<file path="src/rtl/risc16_eu_if.sv">
// risc16_eu_if -- memory bus between the RISC16 execution unit and memory.
//   D_in    : read data from memory into the EU
//   Address : memory address driven by the EU
//   D_out   : write data driven by the EU
//   mem_we  : memory write strobe driven by the EU
// Modports: master = execution unit side, slave = memory side.
interface risc16_eu_if;
  logic [15:0] D_in;
  logic [15:0] Address;
  logic [15:0] D_out;
  logic        mem_we;

  modport master (input D_in, output Address, output D_out, output mem_we);
  modport slave  (output D_in, input Address, input D_out, input mem_we);
endinterface

</file>
<file path="src/rtl/risc16_eu.sv">
// risc16_eu -- 16-bit RISC execution unit: 8x16 register file, ALU with
// N/Z/C flags, program counter and instruction register.
// Ports:
//   clk, reset        : rising-edge clock, synchronous active-high reset
//   W_Adr/R_Adr/S_Adr : write / R-port / S-port register select
//   adr_sel           : 0 -> Address=PC, 1 -> Address=Rd
//   s_sel             : 0 -> write ALU result, 1 -> write D_in
//   pc_ld/pc_inc/pc_sel : PC load (branch or Rd), increment, load source
//   ir_ld             : load IR from D_in
//   rw_en, mw_en      : register write enable, memory write strobe
//   alu_op            : ALU function
//   bus (master)      : D_in, Address, D_out, mem_we
//   IR, N, Z, C       : instruction register and registered flags
// Build option: define RISC16_R0_ZERO_EN to hard-wire R0 to zero.
module risc16_eu (
  input  logic        clk,
  input  logic        reset,
  input  logic [2:0]  W_Adr,
  input  logic [2:0]  R_Adr,
  input  logic [2:0]  S_Adr,
  input  logic        adr_sel,
  input  logic        s_sel,
  input  logic        pc_ld,
  input  logic        pc_inc,
  input  logic        pc_sel,
  input  logic        ir_ld,
  input  logic        rw_en,
  input  logic        mw_en,
  input  logic [3:0]  alu_op,
  risc16_eu_if.master bus,
  output logic [15:0] IR,
  output logic        N,
  output logic        Z,
  output logic        C
);

  logic [15:0] rf_q [8];
  logic [15:0] pc_q, pc_d;
  logic [15:0] ir_q, ir_d;
  logic        n_q, z_q, c_q;
  logic        n_d, z_d, c_d;
  logic [15:0] rd, sd, wdata;
  logic [16:0] alu_r;
  logic        wr_en;
  logic        flag_upd;

`ifdef RISC16_R0_ZERO_EN
  assign rd    = (R_Adr == 3'd0) ? 16'h0000 : rf_q[R_Adr];
  assign sd    = (S_Adr == 3'd0) ? 16'h0000 : rf_q[S_Adr];
  assign wr_en = rw_en && (W_Adr != 3'd0);
`else
  assign rd    = rf_q[R_Adr];
  assign sd    = rf_q[S_Adr];
  assign wr_en = rw_en;
`endif

  // Bit 16 carries carry-out (add/inc), borrow (sub/dec) or the shifted-out bit.
  always_comb begin
    alu_r = 17'd0;
    case (alu_op)
      4'b0000: alu_r = {1'b0, rd};
      4'b0001: alu_r = {1'b0, sd};
      4'b0010: alu_r = {1'b0, rd} + {1'b0, sd};
      4'b0011: alu_r = {1'b0, rd} - {1'b0, sd};
      4'b0100: alu_r = {1'b0, rd} + 17'd1;
      4'b0101: alu_r = {1'b0, rd} - 17'd1;
      4'b0110: alu_r = {rd[0], 1'b0, rd[15:1]};
      4'b0111: alu_r = {rd, 1'b0};
      4'b1000: alu_r = {1'b0, rd & sd};
      4'b1001: alu_r = {1'b0, rd | sd};
      4'b1010: alu_r = {1'b0, rd ^ sd};
      4'b1011: alu_r = {1'b0, ~rd};
      default: alu_r = 17'd0;
    endcase
  end

  // Flags follow arithmetic/shift ops only, and not during fetch or branch cycles.
  assign flag_upd = !alu_op[3] && (alu_op[2:1] != 2'b00) && !ir_ld && !pc_ld;

  always_comb begin
    n_d  = n_q;
    z_d  = z_q;
    c_d  = c_q;
    ir_d = ir_q;
    pc_d = pc_q;
    if (flag_upd) begin
      n_d = alu_r[15];
      z_d = (alu_r[15:0] == 16'h0000);
      c_d = alu_r[16];
    end
    if (ir_ld) ir_d = bus.D_in;
    // Branch offset uses the IR held before this edge, even when IR reloads.
    if (pc_ld) pc_d = pc_sel ? rd : pc_q + {{8{ir_q[7]}}, ir_q[7:0]};
    else if (pc_inc) pc_d = pc_q + 16'd1;
  end

  assign wdata = s_sel ? bus.D_in : alu_r[15:0];

  always_ff @(posedge clk) begin
    if (reset) begin
      pc_q <= 16'h0000;
      ir_q <= 16'h0000;
      n_q  <= 1'b0;
      z_q  <= 1'b0;
      c_q  <= 1'b0;
      for (int i = 0; i < 8; i++) rf_q[i] <= 16'h0000;
    end else begin
      pc_q <= pc_d;
      ir_q <= ir_d;
      n_q  <= n_d;
      z_q  <= z_d;
      c_q  <= c_d;
      if (wr_en) rf_q[W_Adr] <= wdata;
    end
  end

  // While reset is held the PC-sourced address reads as zero.
  assign bus.Address = adr_sel ? rd : (reset ? 16'h0000 : pc_q);
  assign bus.D_out   = sd;
  assign bus.mem_we  = mw_en;
  assign IR          = ir_q;
  assign N           = n_q;
  assign Z           = z_q;
  assign C           = c_q;

endmodule

</file>
<file path="src/flat_wrapper.sv">
// flat-port wrapper written by rule: the top's interface ports become plain ports
module risc16_eu_flat 
  (clk, reset, W_Adr, R_Adr, S_Adr, adr_sel, s_sel, pc_ld, pc_inc, pc_sel, ir_ld, rw_en, mw_en, alu_op, IR, N, Z, C, bus_D_in, bus_Address, bus_D_out, bus_mem_we);
  risc16_eu_if bus_i ();
  input  logic clk;
  input  logic reset;
  input  logic [2:0] W_Adr;
  input  logic [2:0] R_Adr;
  input  logic [2:0] S_Adr;
  input  logic adr_sel;
  input  logic s_sel;
  input  logic pc_ld;
  input  logic pc_inc;
  input  logic pc_sel;
  input  logic ir_ld;
  input  logic rw_en;
  input  logic mw_en;
  input  logic [3:0] alu_op;
  output logic [15:0] IR;
  output logic N;
  output logic Z;
  output logic C;
  input wire logic [$bits(bus_i.D_in)-1:0] bus_D_in;
  output wire logic [$bits(bus_i.Address)-1:0] bus_Address;
  output wire logic [$bits(bus_i.D_out)-1:0] bus_D_out;
  output wire logic [$bits(bus_i.mem_we)-1:0] bus_mem_we;
  assign bus_i.D_in = bus_D_in;
  assign bus_Address = bus_i.Address;
  assign bus_D_out = bus_i.D_out;
  assign bus_mem_we = bus_i.mem_we;
  risc16_eu u_core (.clk(clk), .reset(reset), .W_Adr(W_Adr), .R_Adr(R_Adr), .S_Adr(S_Adr), .adr_sel(adr_sel), .s_sel(s_sel), .pc_ld(pc_ld), .pc_inc(pc_inc), .pc_sel(pc_sel), .ir_ld(ir_ld), .rw_en(rw_en), .mw_en(mw_en), .alu_op(alu_op), .bus(bus_i), .IR(IR), .N(N), .Z(Z), .C(C));
endmodule
</file>
<file path="config.mk">
export PLATFORM = sky130hd
export DESIGN_NAME = risc16_eu_flat
export DESIGN_NICKNAME = d
export VERILOG_FILES = /design/src/rtl/risc16_eu_if.sv /design/src/rtl/risc16_eu.sv /design/src/flat_wrapper.sv
export SDC_FILE = /design/constraint.sdc
export NUM_CORES = 1
export LEC_CHECK = 0
export BUFFER_PORTS_ARGS = -buffer_cell sky130_fd_sc_hd__buf_2
export CAP_MARGIN = 20
export CELL_PAD_IN_SITES_DETAIL_PLACEMENT = 1
export CELL_PAD_IN_SITES_GLOBAL_PLACEMENT = 2
export CORE_UTILIZATION = 40
export DETAILED_ROUTE_END_ITERATION = 12
export PLACE_DENSITY = 0.83
export SYNTH_ARGS = -nofsm -noshare
export SYNTH_HDL_FRONTEND = slang
export SYNTH_SLANG_ARGS = --single-unit
</file>
<file path="constraint.sdc">
create_clock -name clk -period 7.75 [get_ports clk]
set_clock_uncertainty 0.15 [all_clocks]
set_input_delay 1.9375 -clock clk [delete_from_list [all_inputs] [get_ports clk]]
set_output_delay 1.9375 -clock clk [all_outputs]
set_load 0.05 [all_outputs]
</file>
Word level (Yosys, flattened, before mapping)

Memory sizes are Yosys's and may differ from the RTL's.
Index checks and enable logic that the tools add are counted.

Register bits: 35
Memories: 1
Memory bits (writable): 128
Logic and storage cells: 53
Bits of input ports: 39

$add $sub $neg: 6
Bitwise logic cells: 4
Reductions and logical operators: 11
Equality and inequality tests: 11
Multiplexer cells: 15

Memory list:

| memory      | depth | bits a word | read ports | clocked after memory_dff | wr ports | RTL line        | text |
|---|---|---|---|---|---|---|---|
| u_core.rf_q | 8     | 16          | 2          | 0                        | 8        | risc16_eu.sv:37 | `logic [15:0] rf_q [8];` |

Operators by type and width:

| kind                    | count |
|---|---|
| $pmux W17 S12           | 1 |
| $mux W16                | 7 |
| $add A16 B1 Y17 const B | 1 |
| $add A16 B16 Y17        | 1 |
| $sub A16 B1 Y17 const B | 1 |
| $sub A16 B16 Y17        | 1 |
| $add A16 B1 Y16 const B | 1 |
| $add A16 B16 Y16        | 1 |
| $and A16 B16 Y16        | 1 |
| $eq A4 B3 Y1 const B    | 4 |
| $eq A4 B4 Y1 const B    | 4 |
| $logic_not A16 Y1       | 1 |
| $not A16 Y16            | 1 |
| $or A16 B16 Y16         | 1 |
| $reduce_or A16 Y1       | 1 |
| $xor A16 B16 Y16        | 1 |
| $eq A4 B2 Y1 const B    | 2 |
| $mux W1                 | 6 |
| $eq A4 B1 Y1 const B    | 1 |
| $logic_not A4 Y1        | 1 |
| $reduce_bool A2 Y1      | 2 |
| $logic_and A1 B1 Y1     | 3 |
| $logic_not A1 Y1        | 3 |
| $mux W3                 | 1 |

Logic depth before layout (Yosys ltp)

Gate-level depths: netlist (run 1).

Depth after elaboration: 5
Mapped depth: 21

Worst setup path after synthesis (run 1)

No wires, ideal clock.

Path kind: input -> register
From: input S_Adr[0]
To: register u_core.z_q (netlist: u_core.Z)
Arrival time: 6.652 ns
Path slack: 0.889 ns
Stages: 20
Library setup time: 0.059 ns
Buffers on the path: 2
Data required time: 7.541 ns
Cell sequence: buf_6 buf_2 mux4_2 mux2i_2 inv_1 nor2_1 nand3_1 or3_1 xnor2_1 o21ai_0 ha_1 and3_1 o21ai_0 a31oi_1 o21a_1 o311ai_1 or4_1 or4_1 nor4_2 a31o_1

Longest elaborated chain between the ends: 4

Ends and longest elaborated chain:

| what                                     | RTL line           | text |
|---|---|---|
| from (decl)                              | flat_wrapper.sv:9  | `input logic [2:0] S_Adr;` |
| $mem_v2 Z8 W16 (*)                       | n/a                |  |
| named net bus_D_out[2]                   | flat_wrapper.sv:25 | `output wire logic [$bits(bus_i.D_out)-1:0] bus_D_out;` |
| $sub A16 B16 Y17 (tied with other cells) | risc16_eu.sv:64    | `4'b0011: alu_r = {1'b0, rd} - {1'b0, sd};` |
| $pmux W17 S12 (*)                        | risc16_eu.sv:60    | `case (alu_op)` |
| $logic_not A16 Y1 (*)                    | risc16_eu.sv:88    | `z_d = (alu_r[15:0] == 16'h0000);` |
| to (signal assigned)                     | risc16_eu.sv:111   | `z_q <= z_d;` |
| to (decl)                                | risc16_eu.sv:40    | `logic n_q, z_q, c_q;` |

Mark *: on every way through the listed nets, which the timed path passes. The rest lies on a longest branch.
A chain may end at the register's enable or synchronous reset.

==> results of run 1 <==
-- metal layers --
layer  share of wire (%)  vias up  GRT usage [%]  routed length, µm
met5                   0        -              0                  0
met4                 3.9        0           13.4               1710
met3                 5.9       70           5.35               2560
met2                  48      392           48.3              21100
met1                  42     5156           37.0              18200
li1                    -     4468              -                  -
-- worst min path at each step --
stage,startpoint,end,slack (ns),depth (start not counted)
after CTS,u_core.IR[12],u_core.IR[12],0.35,2
after global routing,u_core.IR[9],u_core.IR[9],0.38,2
after detailed placement,u_core.IR[12],u_core.IR[12],0.33,2
after global placement,u_core.IR[15],u_core.IR[15],0.32,2
after floorplan,u_core.pc_q[12],u_core.pc_q[12],0.45,3
final,u_core.IR[12],u_core.IR[12],0.34,2
-- cell families after synthesis --
| logic type | Yosys count |
|---|---|
| simple gates | 389 |
| compound gates | 217 |
| flops | 163 |
| mux | 154 |
| buf+inv | 124 |
| fa+ha+maj | 67 |
| xor+xnor | 48 |
-- placed cells by master, fill, tap and decap left out, types with 4 or more instances in the layout --
cell type / Yosys / final
clkinv_8: 0 / 4
inv_6: 0 / 4
a221oi_1: 8 / 8
edfxtp_1: 128 / 128
o21a_1: 7 / 7
o2111ai_1: 5 / 5
clkbuf_16: 0 / 17
xnor2_1: 33 / 33
and2_1: 9 / 9
o211ai_1: 11 / 11
and3_1: 4 / 4
nor3_1: 18 / 18
mux2_2: 7 / 7
a31oi_1: 8 / 8
or2_2: 5 / 5
ha_1: 65 / 65
dfxtp_1: 35 / 35
mux2i_1: 75 / 75
mux2i_2: 5 / 5
nor2b_1: 13 / 12
o22ai_1: 21 / 21
nand3_1: 22 / 22
nand4_1: 9 / 9
buf_2: 12 / 88
nor3b_1: 8 / 8
buf_4: 2 / 42
nand2_1: 84 / 84
nand3b_1: 4 / 4
a211o_1: 5 / 5
xor2_1: 15 / 15
nand2b_1: 5 / 5
inv_1: 42 / 42
a21o_1: 12 / 12
nor2_1: 190 / 190
mux4_2: 58 / 58
o21ai_0: 64 / 64
a211oi_1: 9 / 9
a21oi_1: 29 / 29
mux4_1: 4 / 4
a22oi_1: 8 / 8
-- metrics by stage --
step	util (%)	hold slack, ns
after floorplan	-	0.450
after global placement	44.1	0.320
after detailed placement	44.1	0.332
after CTS	46.2	0.350
after global routing	46.2	0.377
final	46.2	0.342
-- state kept, by name, summed over array words and instances (netlist names) --
signal / count
u_core.C: 1
u_core.rf_q: 128
u_core.pc_q: 16
u_core.N: 1
u_core.IR: 16
u_core.Z: 1
-- where the power goes --
part           leakage (nW)  internal (W)  switching (W)
clock                 0.286      0.000431       0.000437
sequential             1.62      0.000987      0.0000360
combinational          3.55      0.000293       0.000552
total                  5.45       0.00171        0.00103
-- worst max-delay path, delay by kind of cell --
family	cells	cell delay (ns)
AOI/OAI and AO/OA	7	2.04
and+or+nand+nor	4	1.10
buffers and inverters	3	0.90
muxes	2	0.74
adders and majority gates	1	0.29
xor gates and xnor gates	1	0.15
-- final cells by class --
| type | count | area [µm²] |
|---|---|---|
| fill | 3273 | 15600 |
| multi-input combinational | 875 | 6850 |
| sequential | 163 | 4540 |
| timing repair buffer | 130 | 756 |
| tap | 384 | 480 |
| clock buffer | 17 | 425 |
| inverter | 46 | 173 |
| clock inverter | 15 | 164 |
==> flow_metrics.tcl, run 1 <==
set metrics [dict create \
    fin_area_um2 13400 \
    max_slew_margin_pct 27.7 \
    post-route-period-util_pct 90.9 \
    synth_enable_flop_cells 128 \
    root_buffer "clkbuf_16" \
    die_area_um2 30500 \
    yosysUniqueCellTypes 73 \
    drv_slew 0 \
    yosys-top-cells-count "190 x nor2_1, 128 x edfxtp_1, 84 x nand2_1" \
    first_pass_iters 5 \
    ctsHoldBuffers 0 \
    rr_endpoint "u_core.rf_q[1][14]" \
    cts_tree "built" \
    hp-class "flip-flop to flip-flop" \
    crit_start "S_Adr[0]" \
    synth_nets 1268 \
    place_inst 1598 \
    die_y_um 175 \
    synthMuxAreaShare_pct 20.2 \
    max_cap_violations 0 \
    ant_nets 0 \
    place_hpwl_um 31600 \
    critPathMaxStageDelay_ns 0.92 \
    die_w_um 175 \
    totalPowerFinal_w 0.00274 \
    yosysTopAreaCell "edfxtp_1" \
    outcome "completed" \
    vias_per_cell 6.19 \
    syn_area_per_cell_um2 10.3 \
    routed_wirelength_um 43600 \
    cts.sinks 163 \
    synth_seq_area_share_pct 38.1 \
    critical_path.endpoint "u_core.rf_q[1][14]" \
    crit_type "primary input to flip-flop" \
    final_nets 1339 \
    htree_levels 4 \
    crit_top_cell "o21ai_0" \
    gp_congestion 0.938 \
    setup_slack_ns 0.706 \
    postSynth.asyncResetShare_pct 0 \
    post-place-ws_ns 0.371 \
    layout-drive-gt1-share_pct 20.2 \
    crit_arrival_ns 7.19 \
    core_um2 29000 \
    worstSetupEndpointType "flip-flop" \
    vias 10100 \
    yosys_warnings 0 \
    grt_first_pass_wirelength_um 65300 \
    pin_count 91 \
    insertedDiodeCount 0 \
    cp_slowest_cell "o41ai_1" \
    cts_resized 0 \
    syn2layout_area_growth_pct 12.4 \
    route.detailed.drc 0 \
    initial_core_util_pct 41.1 \
    peakVddDrop_uv 161 \
    wl_per_cell_um 26.8 \
    antenna_found_initial 0 \
    leakagePower_nw 5.45 \
    r2r_cells 18 \
    fmax_mhz 142 \
    synthSimpleGateAreaFrac_pct 14.6 \
    p_per_area_nw_per_um2 204 \
    synthXorXnorAreaFrac_pct 3.53 \
    grt_max_degree 40 \
    grt.total_usage_pct 29.2 \
    fin_tns_setup_ns 0 \
    critical_path.max_fanout 12 \
    yosysMostFrequentCell "nor2_1" \
    num_rows 62 \
    synth-seq-cells 163 \
    crit_required_ns 7.90 \
    numPortBuffers 88 \
    postCtsSetupBuffers 0 \
    fin_crit_ns 7.04 \
    drtIter0Drc 690 \
    setup_viol 0 \
    hold_violations 0 \
    synth_compound_area_share_pct 11.9 \
    final_cell_count_no_fill 1630 \
    ys.flop_type "edfxtp_1" \
    crit_path_start_kind "primary input" \
    timing.rr.start "u_core.rf_q[1][3]" \
    clockBufferDepth 2 \
    overflow 0 \
    cts_buffers 17 \
    ff2ff_setup_slack_ns 2.30 \
    synth_area_um2 11900 \
    max_slew.worst_pin.slew_ns 1.08 \
    clkTransAtPathRegs_ns 0.07 \
    netlist_instances 1162 \
    synth_top_family_by_area "multiplexers" \
    placed_cell_area_um2 12800 \
    rsz0062_at_grt "no" \
    grt_pass1_vias 10400 \
    synthAdderAreaFrac_pct 7.16 \
    synth_top_cell_area_share_pct 32.2 \
    worstPathCellList "buf_2 > buf_4 > mux4_2 > nor3b_1 > o21ai_0 > or3_1 > xnor2_1 > o21ai_0 > ha_1 > and3_1 > o21ai_0 > a31oi_1 > o211ai_1 > a21boi_0 > o41ai_1 > mux2i_1 > buf_4 > nor2_1" \
    clkLatencyLatePin_ns 0.47 \
    synth_area_leaders "edfxtp_1 32%, mux4_2 11%, ha_1 6.8%, mux2i_1 6.3%, nor2_1 6.0%" \
]
(Power assumes the default switching activity.)
==> run 2: changes to the inputs <==
--- a/config.mk
+++ b/config.mk
@@ -9,9 +9,10 @@
 export CAP_MARGIN = 20
 export CELL_PAD_IN_SITES_DETAIL_PLACEMENT = 1
 export CELL_PAD_IN_SITES_GLOBAL_PLACEMENT = 2
-export CORE_UTILIZATION = 40
+export CORE_UTILIZATION = 41
+export CTS_BUF_LIST = sky130_fd_sc_hd__clkbuf_4
 export DETAILED_ROUTE_END_ITERATION = 12
-export PLACE_DENSITY = 0.83
+export PLACE_DENSITY = 0.85
 export SYNTH_ARGS = -nofsm -noshare
 export SYNTH_HDL_FRONTEND = slang
 export SYNTH_SLANG_ARGS = --single-unit
==> flow_metrics.tcl, run 2 (synthesis results as in run 1) <==
set metrics [dict create \
    antenna_found_initial 1 \
    ant_nets 0 \
    top_register "u_core.rf_q" \
    fin_crit_ns 6.79 \
    cp_num_buf_inv 3 \
    route.detailed.drc 0 \
    crit_path_start_kind "primary input" \
    final_nets 1344 \
    gp_congestion 1.02 \
    die_y_um 173 \
    hp-start "u_core.N" \
    rr_endpoint "u_core.rf_q[2][14]" \
    max_slew_margin_pct 25.0 \
    numPortBuffers 88 \
    clockBufferDepth 2 \
    postCtsSetupBuffers 0 \
    drtIter0Drc 1018 \
    place_hpwl_um 31500 \
    cts_buffers 17 \
    die_area_um2 29800 \
    initial_core_util_pct 41.6 \
    max_slew.worst_pin.slew_ns 1.12 \
    fin_tns_setup_ns 0 \
    ctsHoldBuffers 0 \
    timing.hold.ws_ns 0.363 \
    clkTransAtPathRegs_ns 0.16 \
    post-route-period-util_pct 87.6 \
    overflow 0 \
    rsz0062_at_grt "no" \
    worstPathCellList "buf_2 > buf_4 > mux4_2 > mux2i_2 > nand3_1 > or3_1 > xnor2_1 > o21ai_0 > ha_1 > and3_1 > o21ai_0 > a31oi_1 > o211ai_1 > a21boi_0 > o41ai_1 > mux2i_1 > buf_4 > nor2_1" \
    first_pass_iters 5 \
    final_common_cell "nor2_1" \
    crit_arrival_ns 7.10 \
    cp_slowest_cell "o41ai_1" \
    grt_pass1_vias 10400 \
    cts_tree "built" \
    clkLatencyLatePin_ns 0.64 \
    critical_path.max_fanout 16 \
    grt.total_usage_pct 29.3 \
    syn2layout_area_growth_pct 10.2 \
    r2r_cells 18 \
    crit_type "primary input to flip-flop" \
    largest_register_ffs 128 \
    grt_max_degree 35 \
    grt_first_pass_wirelength_um 65100 \
    totalPowerFinal_w 0.00241 \
    whs_endpoint "u_core.N" \
    crit_family "compound AO/OA/AOI/OAI gates" \
    die_w_um 173 \
    crit_required_ns 8.06 \
    timing.rr.start "u_core.rf_q[6][2]" \
    cts.sinks 163 \
    hold_depth 2 \
    cts_resized 0 \
    setup_viol 0 \
    outcome "completed" \
    p_per_area_nw_per_um2 184 \
    max_cap_violations 0 \
    final_cell_mix "190 x nor2_1, 128 x edfxtp_1, 88 x buf_2" \
    peakVddDrop_uv 98.2 \
    critPathMaxStageDelay_ns 0.87 \
    routed_wirelength_um 43300 \
    hp-class "flip-flop to flip-flop" \
    post-route-util_pct 45.9 \
    pin_count 91 \
    fmax_mhz 147 \
    hold_violations 0 \
    num_rows 62 \
    layout-drive-gt1-share_pct 20.5 \
    vias 10200 \
    ff2ff_setup_slack_ns 2.31 \
    core_um2 28600 \
    worstSetupEndpointType "flip-flop" \
    vias_per_cell 6.22 \
    root_buffer "clkbuf_4" \
    htree_levels 4 \
    drv_slew 0 \
    crit_start "S_Adr[0]" \
    leakagePower_nw 5.35 \
    wl_per_cell_um 26.5 \
]
## run 2: worst reg2reg max path: cells and delay by family (launching register included)
kind	cells	cell delay, ns
compound gates	6	1.71
simple gates	5	1.18
mux	3	0.98
flops	1	0.46
buf+inv	2	0.37
fa+ha+maj	1	0.28
xor+xnor	1	0.15
## run 2: layout make-up
cell class	instances	area, µm²
Clock inverter	15	165
Sequential cell	163	4540
Clock buffer	17	128
Inverter	46	173
Multi-Input combinational cell	875	6850
Timing Repair Buffer	135	797
Fill cell	3232	15500
Tap cell	384	480
Antenna cell	1	2.50
## run 2: metrics by stage
step,worst slack [ns],cells,area (µm²)
after floorplan,0.889,1162,11900
after global placement,0.637,1602,12800
after detailed placement,0.397,1603,12800
after CTS,1.04,1635,13100
after global routing,0.681,1636,13100
final,0.961,1636,13100
## run 2: where the power goes
group          total (W)  switching [W]  internal (W)
logic           0.000858       0.000560      0.000298
registers        0.00102      0.0000357      0.000987
clock network   0.000534       0.000384      0.000150
total            0.00241       0.000980       0.00144
## run 2: how the worst max path moves through the flow
stage,slack (ns),cells after the start,end
2_1_floorplan,0.89,20,u_core.Z
6_report,0.96,18,u_core.rf_q[2][14]
5_1_grt,0.68,18,u_core.rf_q[5][14]
3_5_place_dp,0.40,18,u_core.rf_q[5][14]
4_1_cts,1.04,18,u_core.rf_q[2][14]
3_3_place_gp,0.64,18,u_core.rf_q[5][14]
## run 2: per-layer routing
| layer | share of wire, % | routed length, µm | global-route usage, % | vias up |
|---|---|---|---|---|
| met1 | 41 | 17600 | 37.9 | 5091 |
| met5 | 0 | 0 | 0 | - |
| met2 | 47 | 20400 | 47.1 | 500 |
| li1 | - | - | - | 4475 |
| met4 | 5.0 | 2170 | 15.7 | 0 |
| met3 | 7.3 | 3170 | 4.58 | 102 |
